--- config.mk ---
export PLATFORM = sky130hd
export DESIGN_NAME = seq_restoring_divider
export DESIGN_NICKNAME = d
export VERILOG_FILES = /design/src/rtl/seq_restoring_divider.sv
export SDC_FILE = /design/constraint.sdc
export NUM_CORES = 1
export LEC_CHECK = 0
export CORE_MARGIN = 2
export CORE_UTILIZATION = 30
export CTS_BUF_LIST = sky130_fd_sc_hd__clkbuf_4 sky130_fd_sc_hd__clkbuf_8 sky130_fd_sc_hd__clkbuf_16
export DETAILED_ROUTE_END_ITERATION = 8
export GPL_TIMING_DRIVEN = 0
export PLACE_DENSITY_LB_ADDON = 0.05
export SETUP_SLACK_MARGIN = 0.15
export SYNTH_ARGS = -nofsm -noshare
export SYNTH_HDL_FRONTEND = slang
export SYNTH_SLANG_ARGS = --single-unit
--- constraint.sdc ---
create_clock -name clk -period 6.9 [get_ports clk]
set_input_delay 1.38 -clock clk [delete_from_list [all_inputs] [get_ports clk]]
set_output_delay 1.38 -clock clk [all_outputs]
set_load 0.1 [all_outputs]
--- src/rtl/seq_restoring_divider.sv ---
// Multi-cycle unsigned restoring divider.
// Produces one quotient bit per clock: Q = A / B, R = A % B.
// A divisor of zero finishes immediately with Q = all-ones, R = A and a sticky flag.
module seq_restoring_divider #(
  parameter int WIDTH = 8,
  parameter int CNT_W = 4
) (
  input  logic             clk,
  input  logic             rst_n,
  input  logic             start,
  input  logic [WIDTH-1:0] A,
  input  logic [WIDTH-1:0] B,
  output logic [WIDTH-1:0] Q,
  output logic [WIDTH-1:0] R,
  output logic             busy,
  output logic             done,
  output logic             div_by_zero
);

  typedef enum logic [1:0] {
    IDLE = 2'd0,
    CALC = 2'd1,
    DONE = 2'd2
  } state_e;

  state_e           state_q, state_d;
  logic [WIDTH-1:0] rem_q, rem_d;
  logic [WIDTH-1:0] quo_q, quo_d;
  logic [WIDTH-1:0] dvs_q, dvs_d;
  logic [WIDTH-1:0] q_q, q_d;
  logic [WIDTH-1:0] r_q, r_d;
  logic [CNT_W-1:0] cnt_q, cnt_d;
  logic             dbz_q, dbz_d;

  logic [WIDTH:0]   remShift;
  logic [WIDTH:0]   trial;
  logic [WIDTH-1:0] remNext;
  logic [WIDTH-1:0] quoNext;

  // One restoring step: shift in the next dividend bit, trial-subtract at WIDTH+1 bits, restore on borrow
  always_comb begin
    remShift = {rem_q, quo_q[WIDTH-1]};
    trial    = remShift - {1'b0, dvs_q};
    if (trial[WIDTH] == 1'b0) begin
      remNext = trial[WIDTH-1:0];
    end else begin
      remNext = remShift[WIDTH-1:0];
    end
    quoNext = {quo_q[WIDTH-2:0], ~trial[WIDTH]};
  end

  // Next-state logic: accept requests in IDLE/DONE, iterate in CALC, publish results on entering DONE
  always_comb begin
    state_d = state_q;
    rem_d   = rem_q;
    quo_d   = quo_q;
    dvs_d   = dvs_q;
    q_d     = q_q;
    r_d     = r_q;
    cnt_d   = cnt_q;
    dbz_d   = dbz_q;
    unique case (state_q)
      IDLE, DONE: begin
        if (start) begin
          if (B != '0) begin
            quo_d   = A;
            dvs_d   = B;
            rem_d   = '0;
            cnt_d   = CNT_W'(WIDTH);
            dbz_d   = 1'b0;
            state_d = CALC;
          end else begin
            q_d     = '1;
            r_d     = A;
            dbz_d   = 1'b1;
            state_d = DONE;
          end
        end else if (state_q == DONE) begin
          state_d = IDLE;
        end
      end
      CALC: begin
        rem_d = remNext;
        quo_d = quoNext;
        cnt_d = cnt_q - CNT_W'(1);
        if (cnt_q == CNT_W'(1)) begin
          q_d     = quoNext;
          r_d     = remNext;
          state_d = DONE;
        end
      end
      default: begin
        state_d = IDLE;
      end
    endcase
  end

  // State and datapath registers; reset abandons any operation in flight
  always_ff @(posedge clk or negedge rst_n) begin
    if (!rst_n) begin
      state_q <= IDLE;
      rem_q   <= '0;
      quo_q   <= '0;
      dvs_q   <= '0;
      q_q     <= '0;
      r_q     <= '0;
      cnt_q   <= '0;
      dbz_q   <= 1'b0;
    end else begin
      state_q <= state_d;
      rem_q   <= rem_d;
      quo_q   <= quo_d;
      dvs_q   <= dvs_d;
      q_q     <= q_d;
      r_q     <= r_d;
      cnt_q   <= cnt_d;
      dbz_q   <= dbz_d;
    end
  end

  assign Q           = q_q;
  assign R           = r_q;
  assign div_by_zero = dbz_q;
  assign busy        = (state_q == CALC);
  assign done        = (state_q == DONE);

endmodule

* Word-level counts from Yosys, hierarchy flattened
Index checks and enable logic that the tools add are counted.
** Cells by class
- Multiplexer cells :: 24
- Reduce and logical (&&, ||, !) cells :: 9
- $add $sub $neg :: 2
- Eq/ne operators :: 8
- Bitwise gates (word level) :: 1
** Operators with widths (number)
- 8-bit two-way mux :: 11
- 8-bit one-hot mux with 2 select lines :: 4
- 9-bit by 8-bit subtractor with 9-bit output :: 1
- 2-bit two-way mux :: 4
- 4-bit two-way mux :: 2
- 4-bit one-hot mux with 2 select lines :: 1
- 8-bit nonzero test :: 1
- 2-bit inequality test (second input constant) :: 3
- 3-bit AND reduction :: 2
- 4-bit by 1-bit == test with 1-bit output (second input constant) :: 1
- 2-bit one-hot mux with 2 select lines :: 1
- 2-bit AND reduction :: 2
- 4-bit AND reduction :: 1
- 4-bit by 1-bit subtractor with 4-bit output (second input constant) :: 1
- 3-bit inequality test (second input constant) :: 1
- 2-bit by 1-bit == test with 1-bit output (second input constant) :: 1
- 2-bit == test (second input constant) :: 1
- 2-bit logical NOT :: 1
- 2-bit by 1-bit inequality test with 1-bit output (second input constant) :: 1
- 2-bit nonzero test :: 1
- 2-bit OR reduction :: 1
- 1-bit two-way mux :: 1
- 1-bit NOT :: 1
** Word-level totals
- Bits in registers :: 47
- Word-level logic and storage cells :: 52
- Output and inout port bits :: 19
- Input bits :: 19

* Depth between registers and ports, before layout
Gate-level depths: netlist of run 1.
- Depth in word-level cells :: 4
- Gate-level depth with buffers :: 10
- Depth with buffers taken out :: 10

* Worst setup path before layout of run 1
OpenSTA, ideal clock, no wires.
- Kind :: reg-to-output
- From :: register state_q[0]
- To :: output done
- Cell stages (with the launch flop) :: 2
- Data arrival time :: 1.712 ns
- Slack :: 3.808 ns
- Buffers on the path :: 0
- Cell sequence :: dfrtp_1 nor2b_1
** On the way
- Cells in the longest elaborated chain, start to end :: 1
** Ends and longest elaborated chain
- from (decl) :: line 26 : state_e state_q, state_d;
- from (signal assigned) :: line 110 : state_q <= state_d;
- 2-bit == test :: line 125 : assign done = (state_q == DONE);
- to (decl) :: line 16 : output logic done,
No other way between the ends.

* Final worst setup path of run 1
- From :: register state_q[1]
- To :: output busy
** On the way
- Cells in the longest elaborated chain, start to end :: 1
** Ends and longest elaborated chain
- 2-bit by 1-bit == test with 1-bit output :: line 124 : assign busy = (state_q == CALC);
- to (decl) :: line 15 : output logic busy,
No other way between the ends.

==> impl_summary.txt, run 1 <==
----------------------------------------------------
[Run status]
  Run status ... complete, no violations

[Clock network]
  # H-tree levels ... 2
  Number of sinks handled by clock tree synthesis ... 47
  Clock Root Buffer ... sky130_fd_sc_hd__clkbuf_8
  Clock transition at path regs ... 90 ps
  Hold bufs inserted after CTS ... 0
  Number of buffers inserted during clock tree synthesis ... 5
  Clock tree buffer depth ... 2
  Number of gates resized after cts ... 0
  Insertion delay of the later-clocked pin in the worst-skew pair ... 300 ps
  Number of buffers inserted to repair setup after CTS ... 0
  Clock tree from TritonCTS ... done

[Yosys]
  Netlist area before placement ... 0.002431 mm^2
  Number of nets in the synthesized netlist ... 277
  Synthesis warning total ... 0
  Post-synthesis average cell area ... 9.842 um^2
  Cells after Synth ... 247
  Count of distinct cell types in the synthesized netlist ... 49
  Seq/Total Area, Yosys ... 48.38%
  Register bit total from synthesis ... 47
  FFs w/ async S/R, synth ... 100.0%
  EDFF count, synth ... 0
  Dominant register cell in the synthesized netlist ... sky130_fd_sc_hd__dfrtp_1

[Cells and area]
  Share of layout cells above drive strength 1 ... 8.874%
  NumNets Final ... 322
  Layout overhead on the synthesized area ... 25.94%
  Number of filler instances in the final layout ... 806
  Fin cells ... 395
  Count of antenna diodes in the layout ... 0

[Floorplan]
  Standard cell core area ... 0.007807 mm^2
  Floorplan die area ... 0.008840 mm^2
  Die height ... 94.02 um
  Number of ports placed on the die boundary ... 38
  Initial cell density of the core ... 31.14%
  Number of core rows ... 32
  Horizontal die dimension ... 94.02 um

[Setup path]
  Critical Path Sink Type ... primary output
  Worst EP required ... 5520 ps
  Kind of start point of the critical path ... flip-flop
  Worst-path maximum fanout ... 10
  Arrival time at the worst endpoint ... 2680 ps
  Worst setup path class ... reg -> out

[Timing]
  Final period util ... 58.89%
  Clock skew after layout ... 6.223 ps
  Slew Limit Fails ... 0
  Unrepaired setup endpoints after global routing ... no
  Final critical path time including I/O delays and setup ... 4063 ps
  Achievable frequency ... 246.1 MHz
  Worst slew margin ... 34.15%
  Count of endpoints failing hold in the final timing report ... 0
  Measured slew at the worst slew-check pin ... 984.7 ps
  Total of endpoints with negative setup slack in the final report ... 0
  Post-route setup TNS ... 0 ps

[Route]
  Total routed wirelength ... 6242 um
  Remaining routing DRC violations ... 0
  Detail Route Antenna Nets ... 0
  Count of vias placed by the detailed router ... 1,905
  Via/cell ratio ... 4.823
  Drt initial violations ... 71
  First-pass detailed-route iteration total ... 7
  Mean routed wirelength per cell ... 15.80 um

[GRT]
  Total congestion overflow after global routing ... 0
  Number of antenna violations at the first check in global routing ... 0
  Global router's overall resource usage ... 15.37%
  Global-route wire length before repair ... 10,340 um
  Maximum number of pins on one net before global-route repair ... 37
  Number of global-route vias before repair ... 1,936

[Placement]
  Detailed Place HPWL ... 4705 um
  IO Port Bufs ... 37
  RD Place Congestion ... 0.8265
  Post-Place Cells ... 387

[Run]
  Max-Cap Viols ... 0

[Hold path]
  Class of the tightest hold or removal check ... reg -> reg

----------------------------------------------------
routing by layer:
layer  global-route usage (%)  wire length (um)  share of wire [%]  vias up
li1                         -                 -                  -      954
met3                    2.568               136                2.2        7
met5                        0                 0                  0        -
met4                    4.710                91                1.5        0
met1                    22.83              3134                 50      922
met2                    22.80              2880                 46       22
path summary, 6_finish.rpt:
kind	from	endpoint	slack (ps)	cells past startpoint
max	state_q[1]$_DFFE_PN0P_	busy	2840	4
min	cnt_q[3]$_DFFE_PN0P_	cnt_q[3]$_DFFE_PN0P_	470	1
max reg2reg	quo_q[7]$_DFFE_PN0P_	rem_q[0]$_DFFE_PN0P_	4290	10
min reg2reg	cnt_q[3]$_DFFE_PN0P_	cnt_q[3]$_DFFE_PN0P_	470	1
max in group asynchronous	rst_n	dvs_q[6]$_DFFE_PN0N_	5450	2
min in group asynchronous	rst_n	Q[3]$_DFFE_PN0P_	950	1
registers in the layout, summed over array words and instances (netlist names):
name         count
rem_q            8
state_q          2
cnt_q            4
dvs_q            8
div_by_zero      1
quo_q            8
Q                8
R                8
cells in the mapped netlist (2+ instances only):
master                     count  area, um^2
sky130_fd_sc_hd__a31oi_1       4       25.02
sky130_fd_sc_hd__o211ai_1      2       15.01
sky130_fd_sc_hd__o22ai_1       3       18.77
sky130_fd_sc_hd__nor3_1        5       25.02
sky130_fd_sc_hd__buf_2         3       15.01
sky130_fd_sc_hd__o21bai_1      3       22.52
sky130_fd_sc_hd__inv_1        15       56.30
sky130_fd_sc_hd__o22a_1        7       61.31
sky130_fd_sc_hd__a21boi_0      3       22.52
sky130_fd_sc_hd__nor2b_1       2       12.51
sky130_fd_sc_hd__nand2b_1      2       12.51
sky130_fd_sc_hd__a21oi_1       5       25.02
sky130_fd_sc_hd__mux2i_1       9       90.09
sky130_fd_sc_hd__nand2_1      43       161.4
sky130_fd_sc_hd__xnor2_1       5       43.79
sky130_fd_sc_hd__nand4_1       2       12.51
sky130_fd_sc_hd__nor2_1       11       41.29
sky130_fd_sc_hd__clkbuf_1      5       18.77
sky130_fd_sc_hd__dfrtp_1      47        1176
sky130_fd_sc_hd__o21ai_0      29       145.1
sky130_fd_sc_hd__nor4_1        4       25.02
sky130_fd_sc_hd__ha_1         10       125.1
sky130_fd_sc_hd__or3_1         2       12.51
area by class of cell:
type / count / area [um^2] / area share [%]
well taps: 102 / 127.6 / 4.168
flip-flops and latches: 47 / 1176 / 38.41
inverters: 15 / 56.30 / 1.839
plain buffers: 10 / 53.80 / 1.757
clock buffers: 6 / 82.58 / 2.697
multi-input cells: 175 / 1145 / 37.39
clock inverters: 2 / 35.03 / 1.144
repair buffers: 38 / 385.4 / 12.59
per-stage QoR:
stage | hold slack [ps] | worst slack (ps) | utilization, % | instance area (um^2)
4_1_cts | 480.0 | 2801 | 39.21 | 3062
2_1_floorplan | 445.7 | 3808 | - | 2431
3_3_place_gp | 472.0 | 2910 | 37.52 | 2929
3_5_place_dp | 467.7 | 3154 | 37.71 | 2944
6_report | 475.0 | 2837 | 39.21 | 3062
5_1_grt | 495.6 | 2750 | 39.21 | 3062
critical path, stage by stage (launching register included):
cell                              delay, ps
sky130_fd_sc_hd__dfrtp_1                370
sky130_fd_sc_hd__nand2b_1               160
sky130_fd_sc_hd__inv_1                  210
sky130_fd_sc_hd__clkbuf_1               410
sky130_fd_sc_hd__clkdlybuf4s50_1       1220
kinds of logic after synthesis:
family / after synthesis / share of synthesized area (%)
AND/OR/NAND/NOR: 78 / 15.13
flip-flops: 47 / 48.38
XOR/XNOR: 6 / 2.162
multiplexers: 11 / 4.786
adder cells (fa/ha/maj): 11 / 5.970
AO/OA/AOI/OAI: 69 / 19.04
buffers and inverters: 25 / 4.529
placed cells by master, fill, tap and decap left out, types with 2 or more instances in the layout:
| cell type | instances |
|---|---|
| sky130_fd_sc_hd__clkdlybuf4s50_1 | 36 |
| sky130_fd_sc_hd__mux2i_1 | 9 |
| sky130_fd_sc_hd__o21bai_1 | 3 |
| sky130_fd_sc_hd__nor4_1 | 4 |
| sky130_fd_sc_hd__a31oi_1 | 4 |
| sky130_fd_sc_hd__nand4_1 | 2 |
| sky130_fd_sc_hd__o22ai_1 | 3 |
| sky130_fd_sc_hd__buf_2 | 4 |
| sky130_fd_sc_hd__o21ai_0 | 29 |
| sky130_fd_sc_hd__o22a_1 | 7 |
| sky130_fd_sc_hd__dfrtp_1 | 47 |
| sky130_fd_sc_hd__nor2b_1 | 2 |
| sky130_fd_sc_hd__nor2_1 | 11 |
| sky130_fd_sc_hd__a21oi_1 | 5 |
| sky130_fd_sc_hd__nor3_1 | 5 |
| sky130_fd_sc_hd__clkbuf_8 | 6 |
| sky130_fd_sc_hd__nand2_1 | 43 |
| sky130_fd_sc_hd__ha_1 | 10 |
| sky130_fd_sc_hd__inv_1 | 15 |
| sky130_fd_sc_hd__clkbuf_1 | 5 |
| sky130_fd_sc_hd__or3_1 | 2 |
| sky130_fd_sc_hd__xnor2_1 | 5 |
| sky130_fd_sc_hd__o211ai_1 | 2 |
| sky130_fd_sc_hd__a21boi_0 | 3 |
| sky130_fd_sc_hd__nand2b_1 | 2 |
Power of run 1 is left out: the tool's default activity adds up to more than one toggle a clock period on the data nets, which glitch-free logic cannot reach.
==> run 2: changes to the inputs <==
==> constraint.sdc (replaced) <==
create_clock -name clk -period 4.1 [get_ports clk]
set_input_delay 0.82 -clock clk [delete_from_list [all_inputs] [get_ports clk]]
set_output_delay 0.82 -clock clk [all_outputs]
set_load 0.1 [all_outputs]
==> results of run 2 <==
Same layout as run 1 (identical final DEF). Status: complete, no violations.
Among the figures that moved: setup slack after placement 3154 ps -> 914.4 ps; setup slack after layout 2837 ps -> 596.6 ps; hold slack 475.0 ps -> 392.1 ps; register-to-register setup slack 4290 ps -> 1490 ps
Power of run 2 is left out for the same reason.
==> run 3: changes to the inputs <==
--- a/config.mk
+++ b/config.mk
@@ -12,6 +12,7 @@
 export GPL_TIMING_DRIVEN = 0
 export PLACE_DENSITY_LB_ADDON = 0.05
 export SETUP_SLACK_MARGIN = 0.15
+export SKIP_LAST_GASP = 1
 export SYNTH_ARGS = -nofsm -noshare
 export SYNTH_HDL_FRONTEND = slang
 export SYNTH_SLANG_ARGS = --single-unit
==> results of run 3 <==
Same layout as run 1 (identical final DEF). Status: complete, no violations.
Among the figures that moved: setup slack after placement 3154 ps -> 914.4 ps; setup slack after layout 2837 ps -> 596.6 ps; hold slack 475.0 ps -> 392.1 ps; register-to-register setup slack 4290 ps -> 1490 ps
Power of run 3 is left out for the same reason.
